[config.mk]
export PLATFORM = sky130hd
export DESIGN_NAME = mem_access
export DESIGN_NICKNAME = d
export VERILOG_FILES = /design/src/rtl/mem_access.sv
export SDC_FILE = /design/constraint.sdc
export NUM_CORES = 1
export LEC_CHECK = 0
export BUFFER_PORTS_ARGS = -buffer_cell sky130_fd_sc_hd__buf_2
export CAP_MARGIN = 20
export CORE_AREA = 2 2 168 170
export DETAILED_ROUTE_END_ITERATION = 7
export DIE_AREA = 0 0 170 172
export PLACE_DENSITY_LB_ADDON = 0.08
export SLEW_MARGIN = 30
export SYNTH_ARGS = -nofsm -noshare
export SYNTH_HDL_FRONTEND = slang
export SYNTH_SLANG_ARGS = --single-unit
export TNS_END_PERCENT = 100
[constraint.sdc]
create_clock -name CLK -period 2.6 [get_ports CLK]
set_input_delay 0.26 -clock CLK [delete_from_list [all_inputs] [get_ports CLK]]
set_output_delay 0.26 -clock CLK [all_outputs]
set_load 0.02 [all_outputs]
[src/rtl/mem_access.sv]
// Load/store stage of the RV32I core: one single-beat AXI4 read or write per
// memory instruction, load alignment/extension, and the registered M_* outputs.
module mem_access #(
   parameter int C_M_AXI_THREAD_ID_WIDTH = 1,
   parameter int C_M_AXI_ADDR_WIDTH      = 32,
   parameter int C_M_AXI_DATA_WIDTH      = 32,
   parameter int C_M_AXI_AWUSER_WIDTH    = 1,
   parameter int C_M_AXI_ARUSER_WIDTH    = 1,
   parameter int C_M_AXI_WUSER_WIDTH     = 4,
   parameter int C_M_AXI_BUSER_WIDTH     = 1,
   parameter int C_M_AXI_RUSER_WIDTH     = 4
) (
   input  logic                                CLK,
   input  logic                                RST,
   input  logic                                STALL,
   output logic                                MEM_WAIT,
   input  logic                                E_VALID,
   input  logic [31:0]                         E_PC,
   input  logic                                E_MEM_RD,
   input  logic                                E_MEM_WR,
   input  logic [2:0]                          E_FUNCT3,
   input  logic [31:0]                         E_ADDR,
   input  logic [31:0]                         E_WDATA,
   input  logic [4:0]                          E_REG_D,
   input  logic [31:0]                         E_RESULT,
   output logic                                M_VALID,
   output logic [31:0]                         M_PC,
   output logic [4:0]                          M_REG_D,
   output logic [31:0]                         M_REG_D_V,
   output logic [C_M_AXI_THREAD_ID_WIDTH-1:0]  M_DATA_AXI_AWID,
   output logic [C_M_AXI_ADDR_WIDTH-1:0]       M_DATA_AXI_AWADDR,
   output logic [7:0]                          M_DATA_AXI_AWLEN,
   output logic [2:0]                          M_DATA_AXI_AWSIZE,
   output logic [1:0]                          M_DATA_AXI_AWBURST,
   output logic                                M_DATA_AXI_AWLOCK,
   output logic [3:0]                          M_DATA_AXI_AWCACHE,
   output logic [2:0]                          M_DATA_AXI_AWPROT,
   output logic [3:0]                          M_DATA_AXI_AWQOS,
   output logic [C_M_AXI_AWUSER_WIDTH-1:0]     M_DATA_AXI_AWUSER,
   output logic                                M_DATA_AXI_AWVALID,
   input  logic                                M_DATA_AXI_AWREADY,
   output logic [C_M_AXI_DATA_WIDTH-1:0]       M_DATA_AXI_WDATA,
   output logic [C_M_AXI_DATA_WIDTH/8-1:0]     M_DATA_AXI_WSTRB,
   output logic                                M_DATA_AXI_WLAST,
   output logic [C_M_AXI_WUSER_WIDTH-1:0]      M_DATA_AXI_WUSER,
   output logic                                M_DATA_AXI_WVALID,
   input  logic                                M_DATA_AXI_WREADY,
   input  logic [C_M_AXI_THREAD_ID_WIDTH-1:0]  M_DATA_AXI_BID,
   input  logic [1:0]                          M_DATA_AXI_BRESP,
   input  logic [C_M_AXI_BUSER_WIDTH-1:0]      M_DATA_AXI_BUSER,
   input  logic                                M_DATA_AXI_BVALID,
   output logic                                M_DATA_AXI_BREADY,
   output logic [C_M_AXI_THREAD_ID_WIDTH-1:0]  M_DATA_AXI_ARID,
   output logic [C_M_AXI_ADDR_WIDTH-1:0]       M_DATA_AXI_ARADDR,
   output logic [7:0]                          M_DATA_AXI_ARLEN,
   output logic [2:0]                          M_DATA_AXI_ARSIZE,
   output logic [1:0]                          M_DATA_AXI_ARBURST,
   output logic                                M_DATA_AXI_ARLOCK,
   output logic [3:0]                          M_DATA_AXI_ARCACHE,
   output logic [2:0]                          M_DATA_AXI_ARPROT,
   output logic [3:0]                          M_DATA_AXI_ARQOS,
   output logic [C_M_AXI_ARUSER_WIDTH-1:0]     M_DATA_AXI_ARUSER,
   output logic                                M_DATA_AXI_ARVALID,
   input  logic                                M_DATA_AXI_ARREADY,
   input  logic [C_M_AXI_THREAD_ID_WIDTH-1:0]  M_DATA_AXI_RID,
   input  logic [C_M_AXI_DATA_WIDTH-1:0]       M_DATA_AXI_RDATA,
   input  logic [1:0]                          M_DATA_AXI_RRESP,
   input  logic                                M_DATA_AXI_RLAST,
   input  logic [C_M_AXI_RUSER_WIDTH-1:0]      M_DATA_AXI_RUSER,
   input  logic                                M_DATA_AXI_RVALID,
   output logic                                M_DATA_AXI_RREADY
);

   typedef enum logic [2:0] {IDLE, RD_ADDR, RD_DATA, WR_REQ, WR_RESP, DONE} state_t;

   state_t      state_q, state_d;
   logic        aw_done_q, aw_done_d;
   logic        w_done_q, w_done_d;
   logic [31:0] rbuf_q, rbuf_d;
   logic        m_valid_q;
   logic [31:0] m_pc_q;
   logic [4:0]  m_reg_d_q;
   logic [31:0] m_reg_d_v_q;
   logic [1:0]  lane;
   logic [7:0]  ld_byte;
   logic [15:0] ld_half;
   logic [31:0] ld_data;
   logic [31:0] st_data;
   logic [3:0]  st_strb;
   logic        aw_ok, w_ok;
   logic        unused_inputs;

   assign lane = E_ADDR[1:0];

   // Transfer sequencing: next state, per-channel handshake tracking, read capture.
   always_comb begin
      state_d   = state_q;
      aw_done_d = 1'b0;
      w_done_d  = 1'b0;
      rbuf_d    = rbuf_q;
      aw_ok     = aw_done_q | M_DATA_AXI_AWREADY;
      w_ok      = w_done_q | M_DATA_AXI_WREADY;
      case (state_q)
         IDLE: begin
            if (E_VALID && E_MEM_RD)      state_d = RD_ADDR;
            else if (E_VALID && E_MEM_WR) state_d = WR_REQ;
         end
         RD_ADDR: if (M_DATA_AXI_ARREADY) state_d = RD_DATA;
         RD_DATA: begin
            if (M_DATA_AXI_RVALID) begin
               rbuf_d  = M_DATA_AXI_RDATA[31:0];
               state_d = DONE;
            end
         end
         WR_REQ: begin
            // AW and W complete independently; leave only once both have.
            if (aw_ok && w_ok) begin
               state_d = WR_RESP;
            end else begin
               aw_done_d = aw_ok;
               w_done_d  = w_ok;
            end
         end
         WR_RESP: if (M_DATA_AXI_BVALID) state_d = DONE;
         DONE:    if (!STALL) state_d = IDLE;
         default: state_d = IDLE;
      endcase
   end

   // FSM state and write-handshake flags.
   always_ff @(posedge CLK) begin
      if (!RST) begin
         state_q   <= IDLE;
         aw_done_q <= 1'b0;
         w_done_q  <= 1'b0;
      end else begin
         state_q   <= state_d;
         aw_done_q <= aw_done_d;
         w_done_q  <= w_done_d;
      end
   end

   // Read data buffer, consumed while the FSM sits in DONE.
   always_ff @(posedge CLK) begin
      rbuf_q <= rbuf_d;
   end

   // Load alignment and sign/zero extension.
   always_comb begin
      ld_byte = rbuf_q[8*lane +: 8];
      ld_half = lane[1] ? rbuf_q[31:16] : rbuf_q[15:0];
      case (E_FUNCT3)
         3'b000:  ld_data = {{24{ld_byte[7]}}, ld_byte};
         3'b100:  ld_data = {24'h000000, ld_byte};
         3'b001:  ld_data = {{16{ld_half[15]}}, ld_half};
         3'b101:  ld_data = {16'h0000, ld_half};
         default: ld_data = rbuf_q;
      endcase
   end

   // Store lane replication and byte strobes.
   always_comb begin
      case (E_FUNCT3[1:0])
         2'b00: begin
            st_data = {4{E_WDATA[7:0]}};
            st_strb = 4'b0001 << lane;
         end
         2'b01: begin
            st_data = {2{E_WDATA[15:0]}};
            st_strb = 4'b0011 << {lane[1], 1'b0};
         end
         default: begin
            st_data = E_WDATA;
            st_strb = 4'b1111;
         end
      endcase
   end

   assign MEM_WAIT = E_VALID & (E_MEM_RD | E_MEM_WR) & (state_q != DONE);

   // Stage output register; advances only when nothing stalls the pipe.
   always_ff @(posedge CLK) begin
      if (!RST) begin
         m_valid_q   <= 1'b0;
         m_pc_q      <= '0;
         m_reg_d_q   <= '0;
         m_reg_d_v_q <= '0;
      end else if (!STALL && !MEM_WAIT) begin
         m_valid_q   <= E_VALID;
         m_pc_q      <= E_PC;
         m_reg_d_q   <= E_REG_D;
         m_reg_d_v_q <= E_MEM_RD ? ld_data : E_RESULT;
      end
   end

   assign M_VALID   = m_valid_q;
   assign M_PC      = m_pc_q;
   assign M_REG_D   = m_reg_d_q;
   assign M_REG_D_V = m_reg_d_v_q;

   assign M_DATA_AXI_AWID    = '0;
   assign M_DATA_AXI_AWADDR  = C_M_AXI_ADDR_WIDTH'({E_ADDR[31:2], 2'b00});
   assign M_DATA_AXI_AWLEN   = 8'd0;
   assign M_DATA_AXI_AWSIZE  = 3'b010;
   assign M_DATA_AXI_AWBURST = 2'b01;
   assign M_DATA_AXI_AWLOCK  = 1'b0;
   assign M_DATA_AXI_AWCACHE = 4'b0011;
   assign M_DATA_AXI_AWPROT  = 3'b000;
   assign M_DATA_AXI_AWQOS   = 4'b0000;
   assign M_DATA_AXI_AWUSER  = '0;
   assign M_DATA_AXI_AWVALID = (state_q == WR_REQ) && !aw_done_q;
   assign M_DATA_AXI_WDATA   = C_M_AXI_DATA_WIDTH'(st_data);
   assign M_DATA_AXI_WSTRB   = (C_M_AXI_DATA_WIDTH/8)'(st_strb);
   assign M_DATA_AXI_WLAST   = 1'b1;
   assign M_DATA_AXI_WUSER   = '0;
   assign M_DATA_AXI_WVALID  = (state_q == WR_REQ) && !w_done_q;
   assign M_DATA_AXI_BREADY  = (state_q == WR_RESP);
   assign M_DATA_AXI_ARID    = '0;
   assign M_DATA_AXI_ARADDR  = C_M_AXI_ADDR_WIDTH'({E_ADDR[31:2], 2'b00});
   assign M_DATA_AXI_ARLEN   = 8'd0;
   assign M_DATA_AXI_ARSIZE  = 3'b010;
   assign M_DATA_AXI_ARBURST = 2'b01;
   assign M_DATA_AXI_ARLOCK  = 1'b0;
   assign M_DATA_AXI_ARCACHE = 4'b0011;
   assign M_DATA_AXI_ARPROT  = 3'b000;
   assign M_DATA_AXI_ARQOS   = 4'b0000;
   assign M_DATA_AXI_ARUSER  = '0;
   assign M_DATA_AXI_ARVALID = (state_q == RD_ADDR);
   assign M_DATA_AXI_RREADY  = (state_q == RD_DATA);

   assign unused_inputs = ^{M_DATA_AXI_BID, M_DATA_AXI_BRESP, M_DATA_AXI_BUSER,
                            M_DATA_AXI_RID, M_DATA_AXI_RRESP, M_DATA_AXI_RLAST,
                            M_DATA_AXI_RUSER, M_DATA_AXI_RDATA};

endmodule

[Word level (Yosys, flattened, before mapping)]
Cells that the tools add are included.
Word-level totals
  bits in writable memories: 0
  memories: 0
  logic and storage cells: 63
  memory bits (read-only): 0
  latch bits: 0
  register bits after elaboration: 107
  output and inout port bits: 235
Operators by class
  $add $sub $neg: 0
  bitwise logic cells: 7
  mux-type cells: 13
  eq/ne operators: 16
  div/mod/pow operators: 0
  reduce and logical (&&, ||, !) cells: 16
  multipliers: 0
  shifts and indexed selects: 3
  $lt $le $gt $ge: 0
Operators with widths (number)
  32-bit one-hot mux with 4 select lines: 1
  32-bit one-hot mux with 2 select lines: 1
  32-bit 2-to-1 mux: 1
  32-bit by 6-bit indexed part select with 8-bit output: 1
  3-bit 2-to-1 mux: 7
  3-bit one-hot mux with 6 select lines: 1
  16-bit 2-to-1 mux: 1
  3-bit equality test (second input constant): 4
  2-bit inequality test (second input constant): 4
  4-bit one-hot mux with 2 select lines: 1
  3-bit by 1-bit equality test with 1-bit output (second input constant): 2
  3-bit by 2-bit equality test with 1-bit output (second input constant): 2
  1-bit logical AND: 6
  3-bit zero test: 2
  3-bit inequality test (second input constant): 2
  6-bit AND reduction: 1
  1-bit zero test: 4
  1-bit by 2-bit left shift with 4-bit output (first input constant): 1
  2-bit by 2-bit left shift with 4-bit output (first input constant): 1
  1-bit OR: 3
  3-bit OR reduction: 1
  1-bit AND: 2
  2-bit by 1-bit equality test with 1-bit output (second input constant): 1
  2-bit zero test: 1
  other kinds (3): 4

[Logic depth before layout (Yosys ltp)]
Gate-level depths: netlist (run 1).
  depth in word-level cells: 5
  depth in mapped cells: 7
  depth with buffers taken out: 4

[Worst setup path before layout (run 1)]
OpenSTA, ideal clock, no wires.
  path kind: flip-flop to flip-flop
  start point: register state_q[2]
  end point: register rbuf_q[0] (enable)
  required time: 2.208 ns
  data arrival time: 1.943 ns
  path slack: 0.265 ns
  cell stages (with the launch flop): 4
  clock period less this slack: 2.335 ns
  buffers on the path: 1
  cell sequence: dfxtp_1 clkbuf_1 nor3_1 and2_1
On the way
  longest elaborated chain between the ends: 2
RTL lines
  start: declaration: RTL line 76  | state_t state_q, state_d;
  start signal: assignment: RTL line 137  | state_q <= state_d;
  3-bit by 2-bit equality test with 1-bit output
  net M_DATA_AXI_RREADY: RTL line 71  | output logic M_DATA_AXI_RREADY
  2-bit AND reduction (no line)
  end signal: assignment: RTL line 145  | rbuf_q <= rbuf_d;
  end: declaration: RTL line 79  | logic [31:0] rbuf_q, rbuf_d;
The timed path passes the listed nets, and every way through them passes these cells.
A chain may end at the register's enable or synchronous reset.

[Worst setup path in the final report (run 1)]
  start point: register state_q[1]
  end point: register m_reg_d_v_q[31], in the netlist M_REG_D_V[31]
On the way
  longest elaborated chain between the ends: 4
RTL lines
  3-bit inequality test: RTL line 179  | assign MEM_WAIT = E_VALID & (E_MEM_RD | E_MEM_WR) & (state_q != DONE);
  1-bit AND: RTL line 179
  1-bit zero test: RTL line 188  | end else if (!STALL && !MEM_WAIT) begin
  1-bit logical AND: RTL line 188
  end signal: assignment: RTL line 192  | m_reg_d_v_q <= E_MEM_RD ? ld_data : E_RESULT;
  end: declaration: RTL line 83  | logic [31:0] m_reg_d_v_q;
Every way passes these cells.

==> impl_results.md, run 1 <==
* Status: finished, final reports clean
* Sw frac at 0.345
* CTS clk-pin slew, worst paths at 0.08 ns
* Final hold viol count at 0
* Ys Warns at 0
* Pint at 3.11 mW
* Share of layout cells above drive strength 1 at 0.435
* Hold Path End: rbuf_q[24]
* P_leak at 3.28 nW
* Crit path kind: reg2reg
* Post-synthesis sequential area ratio at 0.384
* Largest net degree at the start of global routing at 64
* Longest Clk Path Bufs at 2
* Clock skew at 0.00904 ns
* Crit path from: state_q[1]
* Nets@finish at 1036
* Worst-Margin Slew at 0.682 ns
* Clock Sinks at 107
* Fraction of registers with async set/reset at 0
* R2r startpoint: state_q[1]
* Combinational fraction of design power at 0.262
* Hold Crit Depth at 1
* Max transition margin at 0.545
* Routed wire length at 24.5 mm
* Max FO, Critical Path at 32
* Fin crit share at 0.745
* DRC viols at 0
* Number of routed nets with antenna violations at 0
* Layout Cells excl Fill at 1197
* Antenna violations before repair at 3
* CTS tree: yes
* Initial drt markers at 222
* Reg2Reg Setup Slack at 0.66 ns
* Clock share of power at 0.312
* Mapped cell area at 6410 sq um
* Later-pin clock latency in the skew report at 0.35 ns
* Die Ht at 172 microns
* Routed via count at 5276
* GRT Residual Overflow at 0
* Share of the synthesized area in the top cell type at 0.234
* Largest cells by area after synthesis: dfxtp_1 23%, buf_4 17%, edfxtp_1 15%
* RSZ-0062 raised after global routing: false
* First-pass GRT wire length at 34.3 mm
* Hold crit path type: in2reg
* Pwr/cell area at 631 nW/um^2
* Maximum clock rate at 516 MHz
* Arrival @ worst endpoint at 2.21 ns
* Fin util at 0.274
* Path depth of the worst reg2reg path at 5
* Peak VDD IR at 0.000258 V
* Worst Hold Slack at 0.0739 ns
* Vias per cell at 4.41
* Register bit count reported by yosys at 107
* # IOs at 426
* Area Overhead vs Synth at 17.4%
* Post-route design area at 7530 sq um
* Fin. max-slew vios at 0
* Final WS setup at 0.662 ns
* Synth unique cells at 54
* Hold buffer count at cts at 0
* Die area at 29200 sq um
* Worst Setup End Kind: flip-flop
* Die Wd at 170 microns
* Area post-placement at 7210 sq um
* I/O Buffers at 260
* Pwr Total at 4.75 mW
* Final setup fails at 0
* Critical Path RT at 2.87 ns
* Synthesized area per cell at 9.47 sq um
* Net switching power at 1.64 mW
* Startpoint types: flip-flop
* Number of synthesized flops with an enable pin at 32
* Most frequent cells in the layout: 260 x buf_2, 94 x nand2_1, 75 x dfxtp_1
* Gr usage total at 0.159
* CTS root buf: clkbuf_16
* CTS resizes at 0
* Post-detail-place hpwl at 18.7 mm
* Placed insts at 1180
* Min Tclk post-route at 1.94 ns
* Initial Util at 0.233
* # H-tree levels at 3
* FF-to-FF End: M_REG_D_V[31]
* TNS Setup at 0 ns
* Pre-CTS setup slack at 0.606 ns
* Sequential Power Share at 0.426
* Postcts setup bufs at 0
* Number of global-route vias before repair at 5095
* Hold_sp: M_DATA_AXI_RDATA[24]
* Top_reg_cell synth: dfxtp_1
* Core Footprint at 27500 sq um
* Row count at 61
* Drt first pass iters at 4
* Placer congestion estimate at 0.742
* Most common library cell in the layout ignoring fill and taps: buf_2
* Maxcap violations at 0
* Post-DR wirelength/cell at 20.4 microns
* Cells after Synth at 677
* Post-synth top area cell: dfxtp_1
* CTS buffer count at 9
[critical path: stages, from the launching register on]
cell and delay [ns]:
dfxtp_1 0.48, and3b_2 0.30, o21bai_4 0.25, buf_4 0.42, a221oi_1 0.16, a221oi_2 0.22
[routing by layer]
metal | vias up | wire (microns) | global-route usage
met5 | - | 27 | 0
met4 | 4 | 451 | 0.0450
met3 | 43 | 1530 | 0.0419
met2 | 221 | 12400 | 0.280
met1 | 2478 | 10100 | 0.192
li1 | 2530 | - | -
[cell usage after synthesis, types with 3 or more instances]
cell type	number
a221oi_1	5
nor2_1	19
mux2i_1	20
o2111ai_1	4
buf_4	141
o21a_1	7
nor2b_1	9
a21oi_2	10
a22o_1	7
o221ai_1	5
inv_1	7
nand3_1	5
dfxtp_1	75
buf_2	15
nor3_1	3
a211o_1	3
buf_6	8
o21ai_0	29
a21oi_1	47
edfxtp_1	32
o211ai_1	3
mux2_2	18
clkbuf_1	14
o21ai_1	14
nand2_2	10
nor3b_1	8
nand2b_1	3
nand2_1	94
a221oi_2	28
o2bb2ai_1	7
[layout make-up]
cell class	instances	area [sq um]
Multi-Input combinational cell	444	2840
Antenna cell	1	2.50
Clock inverter	4	37.5
Tap cell	346	433
Inverter	7	26.3
Fill cell	3025	19900
Timing Repair Buffer	276	1450
Sequential cell	107	2460
Clock buffer	12	278
[worst max-delay path by stage]
stage | endpoint | slack [ns]
after global routing | M_REG_D_V[29] | 0.47
after detailed placement | M_REG_D_V[28] | 0.61
final | M_REG_D_V[31] | 0.66
after global placement | M_REG_D_V[24] | 0.60
after CTS | M_REG_D_V[26] | 0.62
after floorplan | rbuf_q[0] | 0.27
[cell families after synthesis]
group	after synthesis	synth area share
AOI/OAI and AO/OA	180	0.223
buffers and inverters	187	0.209
DFF	107	0.384
muxes	40	0.0681
other	2	0.00117
and+or+nand+nor	161	0.115
[power by group through the flow]
| stage | clock, mW | sequential, mW | combinational (mW) |
|---|---|---|---|
| final | 1.48 | 2.02 | 1.24 |
| after global routing | 1.60 | 2.05 | 1.36 |
| after CTS | 1.54 | 2.02 | 1.27 |
| after detailed placement | 0 | 2.06 | 1.27 |
| after global placement | 0 | 2.07 | 1.27 |
| after floorplan | 0 | 2.11 | 0.962 |
[state kept, by name (all words and copies together) (netlist names)]
register   count
M_PC          32
M_REG_D_V     32
rbuf_q        32
M_REG_D        5
state_q        3
M_VALID        1
aw_done_q      1
w_done_q       1
(Power assumes the default switching activity.)
==> run 2, diff against run 1 <==
Clock period 2.6 ns to 1.89 ns, I/O delays scaled along.
==> impl_results.md, run 2 (synthesis results as in run 1) <==
* Status: finished, final reports clean (unchanged)
* Fill count at 2958 (was 3025)
* Arrival @ worst endpoint at 1.97 ns (was 2.21 ns)
* Placer congestion estimate at 0.739 (was 0.742)
* Antenna violations before repair at 2 (was 3)
* Worst-Margin Slew at 0.664 ns (was 0.682 ns)
* Routed via count at 5356 (was 5276)
* GRT Residual Overflow at 0 (unchanged)
* Total stage count of the critical path at 4 (was 5)
* Area Overhead vs Synth at 22.9% (was 17.4%)
* Postcts setup bufs at 0 (unchanged)
* Hold crit path type: in2reg (unchanged)
* Number of routed nets with antenna violations at 0 (unchanged)
* Most common library cell in the layout ignoring fill and taps: buf_2 (unchanged)
* Path depth of the worst reg2reg path at 4 (was 5)
* # H-tree levels at 3 (unchanged)
* Final setup fails at 0 (unchanged)
* Number of global-route vias before repair at 5204 (was 5095)
* Post-detail-place hpwl at 19.2 mm (was 18.7 mm)
* Die area at 29200 sq um (unchanged)
* Core Footprint at 27500 sq um (unchanged)
* R2r startpoint: rbuf_q[31] (was state_q[1])
* First-pass GRT wire length at 34.8 mm (was 34.3 mm)
* Longest Clk Path Bufs at 2 (unchanged)
* Largest net degree at the start of global routing at 41 (was 64)
* Max FO, Critical Path at 16 (was 32)
* Routed wire length at 25.0 mm (was 24.5 mm)
* Placed insts at 1187 (was 1180)
* Layout Cells excl Fill at 1229 (was 1197)
* Fin. max-slew vios at 0 (unchanged)
* Gr usage total at 0.163 (was 0.159)
* Worst Path Buf+Inv at 0 (was 1)
* # IOs at 426 (unchanged)
* Fin util at 0.287 (was 0.274)
* Drt first pass iters at 4 (unchanged)
* Pwr/cell area at 836 nW/um^2 (was 631 nW/um^2)
* Cell chain of the critical path: mux2_1, nand3_1, a31o_2, a221oi_2 (was and3b_2, o21bai_4, buf_4, a221oi_1, a221oi_2)
* Clock Sinks at 107 (unchanged)
* CTS root buf: clkbuf_16 (unchanged)
* CP peak stage delay at 0.58 ns (was 0.48 ns)
* Multi-input gate area at 2840 sq um (about the same)
* CTS tree: yes (unchanged)
* Max transition margin at 0.557 (was 0.545)
* Startpoint types: flip-flop (unchanged)
* Hold_sp: M_DATA_AXI_RDATA[22] (was M_DATA_AXI_RDATA[24])
* CTS buffer count at 9 (unchanged)
* Worst Setup End Kind: flip-flop (unchanged)
* Reg2Reg Setup Slack at 0.14 ns (was 0.66 ns)
* FF-to-FF End: M_REG_D_V[27] (was M_REG_D_V[31])
* Crit path kind: reg2reg (unchanged)
* Most frequent cells in the layout: 260 x buf_2, 94 x nand2_1, 75 x dfxtp_1 (unchanged)
* Post-route design area at 7880 sq um (was 7530 sq um)
* Critical path's top delay family: compound AO/OA/AOI/OAI gates (unchanged)
* Later-pin clock latency in the skew report at 0.36 ns (was 0.35 ns)
* Critical Path RT at 2.11 ns (was 2.87 ns)
* Maxcap violations at 0 (unchanged)
* Share of layout cells above drive strength 1 at 0.428 (was 0.435)
* Area post-placement at 7340 sq um (was 7210 sq um)
* Register Area at 2460 sq um (unchanged)
* Hold Crit Depth at 1 (unchanged)
* I/O Buffers at 260 (unchanged)
* Vias per cell at 4.36 (was 4.41)
* Final hold viol count at 0 (unchanged)
* Post-DR wirelength/cell at 20.3 microns (was 20.4 microns)
* CTS clk-pin slew, worst paths at 0.08 ns (about the same)
* Maximum clock rate at 572 MHz (was 516 MHz)
* Clock skew at 0.0115 ns (was 0.00904 ns)
* DRC viols at 0 (unchanged)
* TNS Setup at 0 ns (unchanged)
* Initial drt markers at 198 (was 222)
* Initial Util at 0.233 (unchanged)
* Row count at 61 (unchanged)
* Fin crit share at 0.924 (was 0.745)
* Crit-path slowest cell: a31o_2 (was dfxtp_1)
* Peak VDD IR at 0.000409 V (was 0.000258 V)
* Die Wd at 170 microns (unchanged)
* Crit path from: rbuf_q[31] (was state_q[1])
* Die Ht at 172 microns (unchanged)
* RSZ-0062 raised after global routing: false (unchanged)
* P_leak at 3.43 nW (was 3.28 nW)
* Min Tclk post-route at 1.75 ns (was 1.94 ns)
* Nets@finish at 1067 (was 1036)
* Hold Path End: rbuf_q[22] (was rbuf_q[24])
run 2: area by class of cell:
cell class	instances	area share
diodes	2	0.000635
clock buffers	11	0.0324
clock inverters	5	0.00540
inverters	7	0.00333
multi-input cells	444	0.361
flip-flops and latches	107	0.312
well taps	346	0.0549
repair buffers	307	0.230
run 2: power breakdown:
group	switching, mW	internal (mW)	total [mW]
clock	0.979	1.00	1.98
sequential	0.158	2.61	2.77
combinational	1.16	0.686	1.85
total	2.30	4.29	6.59
run 2: metrics by stage:
stage	hold slack (ns)	setup WS, ns	power, mW
after floorplan	0.288	0.0347	4.22
after global placement	0.365	0.151	4.67
after detailed placement	0.367	0.125	4.65
after CTS	0.00982	0.109	6.70
after global routing	0.00602	0.0205	6.94
final	0.0273	0.143	6.59
run 2: worst max path at each step:
stage                         end  slack, ns
detailed placement  M_REG_D_V[27]       0.13
global route        M_REG_D_V[20]       0.02
finish              M_REG_D_V[27]       0.14
global placement    M_REG_D_V[24]       0.15
CTS                 M_REG_D_V[16]       0.11
floorplan               rbuf_q[0]       0.03
run 2: layer usage:
metal	track usage	vias up	wire length, microns
li1	-	2596	-
met1	0.201	2510	10400
met2	0.286	226	12700
met3	0.0382	24	1510
met4	0.0461	0	340
met5	0	-	0
run 2: worst register-to-register path, delay by kind of cell (launching register included):
kind / cells / cell delay [ns]
simple gates: 1 / 0.09
mux: 1 / 0.35
compound gates: 2 / 0.71
flops: 1 / 0.47
run 2: what timing repair did:
| action | in CTS | in global routing |
|---|---|---|
| endpoints found under the hold margin | 24 | 0 |
| hold buffers | 24 | 0 |
| resized for setup | 0 | 0 |
==> run 3, diff against run 2 <==
Settings changed: CORE_AREA 2 2 168 170 to 2 2 164 166, DIE_AREA 0 0 170 172 to 0 0 166 168.
==> impl_results.md, run 3 (synthesis results as in run 1) <==
* Status: finished, final reports clean (unchanged)
* I/O Buffers at 260 (unchanged)
* Drt first pass iters at 4 (unchanged)
* P_leak at 3.49 nW (was 3.43 nW)
* Crit path kind: reg2reg (unchanged)
* Register Area at 2460 sq um (unchanged)
* Die Ht at 168 microns (was 172 microns)
* Max transition margin at 0.578 (was 0.557)
* Clock Sinks at 107 (unchanged)
* Min Tclk post-route at 1.75 ns (about the same)
* Critical Path RT at 2.10 ns (was 2.11 ns)
* Crit path from: rbuf_q[23] (was rbuf_q[31])
* Area Overhead vs Synth at 24.1% (was 22.9%)
* TNS Setup at 0 ns (unchanged)
* Post-DR wirelength/cell at 19.7 microns (was 20.3 microns)
* Clock skew at 0.00822 ns (was 0.0115 ns)
* CTS resizes at 0 (unchanged)
* Antenna violations before repair at 2 (unchanged)
* RSZ-0062 raised after global routing: false (unchanged)
* Final WS setup at 0.144 ns (was 0.143 ns)
* Worst Setup End Kind: flip-flop (unchanged)
* Arrival @ worst endpoint at 1.96 ns (was 1.97 ns)
* Postcts setup bufs at 0 (unchanged)
* Hold_sp: M_DATA_AXI_RDATA[15] (was M_DATA_AXI_RDATA[22])
* Longest Clk Path Bufs at 2 (unchanged)
* Pwr/cell area at 831 nW/um^2 (was 836 nW/um^2)
* Die Wd at 166 microns (was 170 microns)
* Post-detail-place hpwl at 19.2 mm (about the same)
* Most common library cell in the layout ignoring fill and taps: buf_2 (unchanged)
* R2r startpoint: rbuf_q[23] (was rbuf_q[31])
* Nets@finish at 1076 (was 1067)
* # IOs at 426 (unchanged)
* Worst-Margin Slew at 0.633 ns (was 0.664 ns)
* Share of layout cells above drive strength 1 at 0.436 (was 0.428)
* GRT Residual Overflow at 0 (unchanged)
* Core Footprint at 26400 sq um (was 27500 sq um)
* Placer congestion estimate at 0.742 (was 0.739)
* CTS tree: yes (unchanged)
* Later-pin clock latency in the skew report at 0.35 ns (was 0.36 ns)
* Hold crit path type: in2reg (unchanged)
* Max FO, Critical Path at 16 (unchanged)
* Maximum clock rate at 573 MHz (was 572 MHz)
* Pre-CTS setup slack at 0.109 ns (was 0.125 ns)
* Routed via count at 5398 (was 5356)
* # H-tree levels at 3 (unchanged)
* Final setup fails at 0 (unchanged)
* Die area at 27900 sq um (was 29200 sq um)
* Largest net degree at the start of global routing at 46 (was 41)
* Peak VDD IR at 0.000393 V (was 0.000409 V)
* Routed wire length at 24.2 mm (was 25.0 mm)
* Initial Util at 0.243 (was 0.233)
* Startpoint types: flip-flop (unchanged)
* CTS buffer count at 9 (unchanged)
* FF-to-FF End: M_REG_D_V[26] (was M_REG_D_V[27])
* Initial drt markers at 184 (was 198)
* First-pass GRT wire length at 34.8 mm (about the same)
* DRC viols at 0 (unchanged)
* Gr usage total at 0.167 (was 0.163)
* Fin util at 0.302 (was 0.287)
* Vias per cell at 4.38 (was 4.36)
* Final hold viol count at 0 (unchanged)
* Fin crit share at 0.924 (about the same)
* Multi-input gate area at 2840 sq um (unchanged)
* Fin. max-slew vios at 0 (unchanged)
* Path depth of the worst reg2reg path at 4 (unchanged)
* Reg2Reg Setup Slack at 0.14 ns (about the same)
* Worst setup path end: M_REG_D_V[26] (was M_REG_D_V[27])
* CTS clk-pin slew, worst paths at 0.07 ns (was 0.08 ns)
* Row count at 60 (was 61)
* Maxcap violations at 0 (unchanged)
* Number of global-route vias before repair at 5340 (was 5204)
* Most frequent cells in the layout: 260 x buf_2, 94 x nand2_1, 75 x dfxtp_1 (unchanged)
* Fill count at 2875 (was 2958)
* Hold buffer count at cts at 20 (was 24)
* Number of routed nets with antenna violations at 0 (unchanged)
* CTS root buf: clkbuf_16 (unchanged)
-- run 3: cell count changes in the layout (fill, tap and decap cells not counted) --
| cell | change |
|---|---|
| clkbuf_2 | -1 |
| inv_8 | -1 |
| buf_4 | +11 |
| buf_12 | +1 |
| clkbuf_8 | +2 |
| clkinv_2 | -1 |
| diode_2 | -1 |
| clkbuf_1 | +1 |
| dlygate4sd3_1 | -3 |
-- run 3: cell type report --
class | instances | area share
flip-flops and latches | 107 | 0.309
clock inverters | 3 | 0.00330
multi-input cells | 444 | 0.357
well taps | 341 | 0.0536
repair buffers | 316 | 0.237
inverters | 7 | 0.00330
clock buffers | 13 | 0.0354
diodes | 1 | 0.000315
-- run 3: worst min-delay path by stage --
stage                      end  slack [ns]  depth (start not counted)
finish              rbuf_q[15]        0.01                          1
CTS                  rbuf_q[1]     0.00002                          1
global route        rbuf_q[28]      0.0009                          1
floorplan            rbuf_q[0]        0.29                          0
global placement     rbuf_q[8]        0.37                          1
detailed placement   rbuf_q[3]        0.37                          1
-- run 3: through the flow --
step / std cells / hold WS (ns) / instance area, sq um / power (mW)
6_report: 1232 / 0.0149 / 7960 / 6.61
5_1_grt: 1232 / 0.000856 / 7960 / 6.96
4_1_cts: 1230 / 0.0000230 / 7940 / 6.74
3_5_place_dp: 1194 / 0.367 / 7440 / 4.70
3_3_place_gp: 1194 / 0.368 / 7440 / 4.71
2_1_floorplan: 738 / 0.288 / 6640 / 4.22
-- run 3: power breakdown --
part           leakage, nW  total [mW]  switching [mW]  internal (mW)
Clock                0.152        1.96           0.903           1.06
Sequential           0.906        2.76           0.153           2.61
Combinational         2.43        1.89            1.16          0.724
-- run 3: worst max-delay path, stage by stage (launching register included) --
cell	delay, ns
edfxtp_1	0.48
mux2_1	0.34
nand3_1	0.09
a31o_2	0.57
a221oi_2	0.11
-- run 3: routing by layer --
metal,global-route usage,up-vias,wire length (microns)
li1,-,2617,-
met4,0.0662,2,669
met3,0.0388,52,1590
met1,0.198,2500,9840
met2,0.291,227,12100
met5,0,-,16
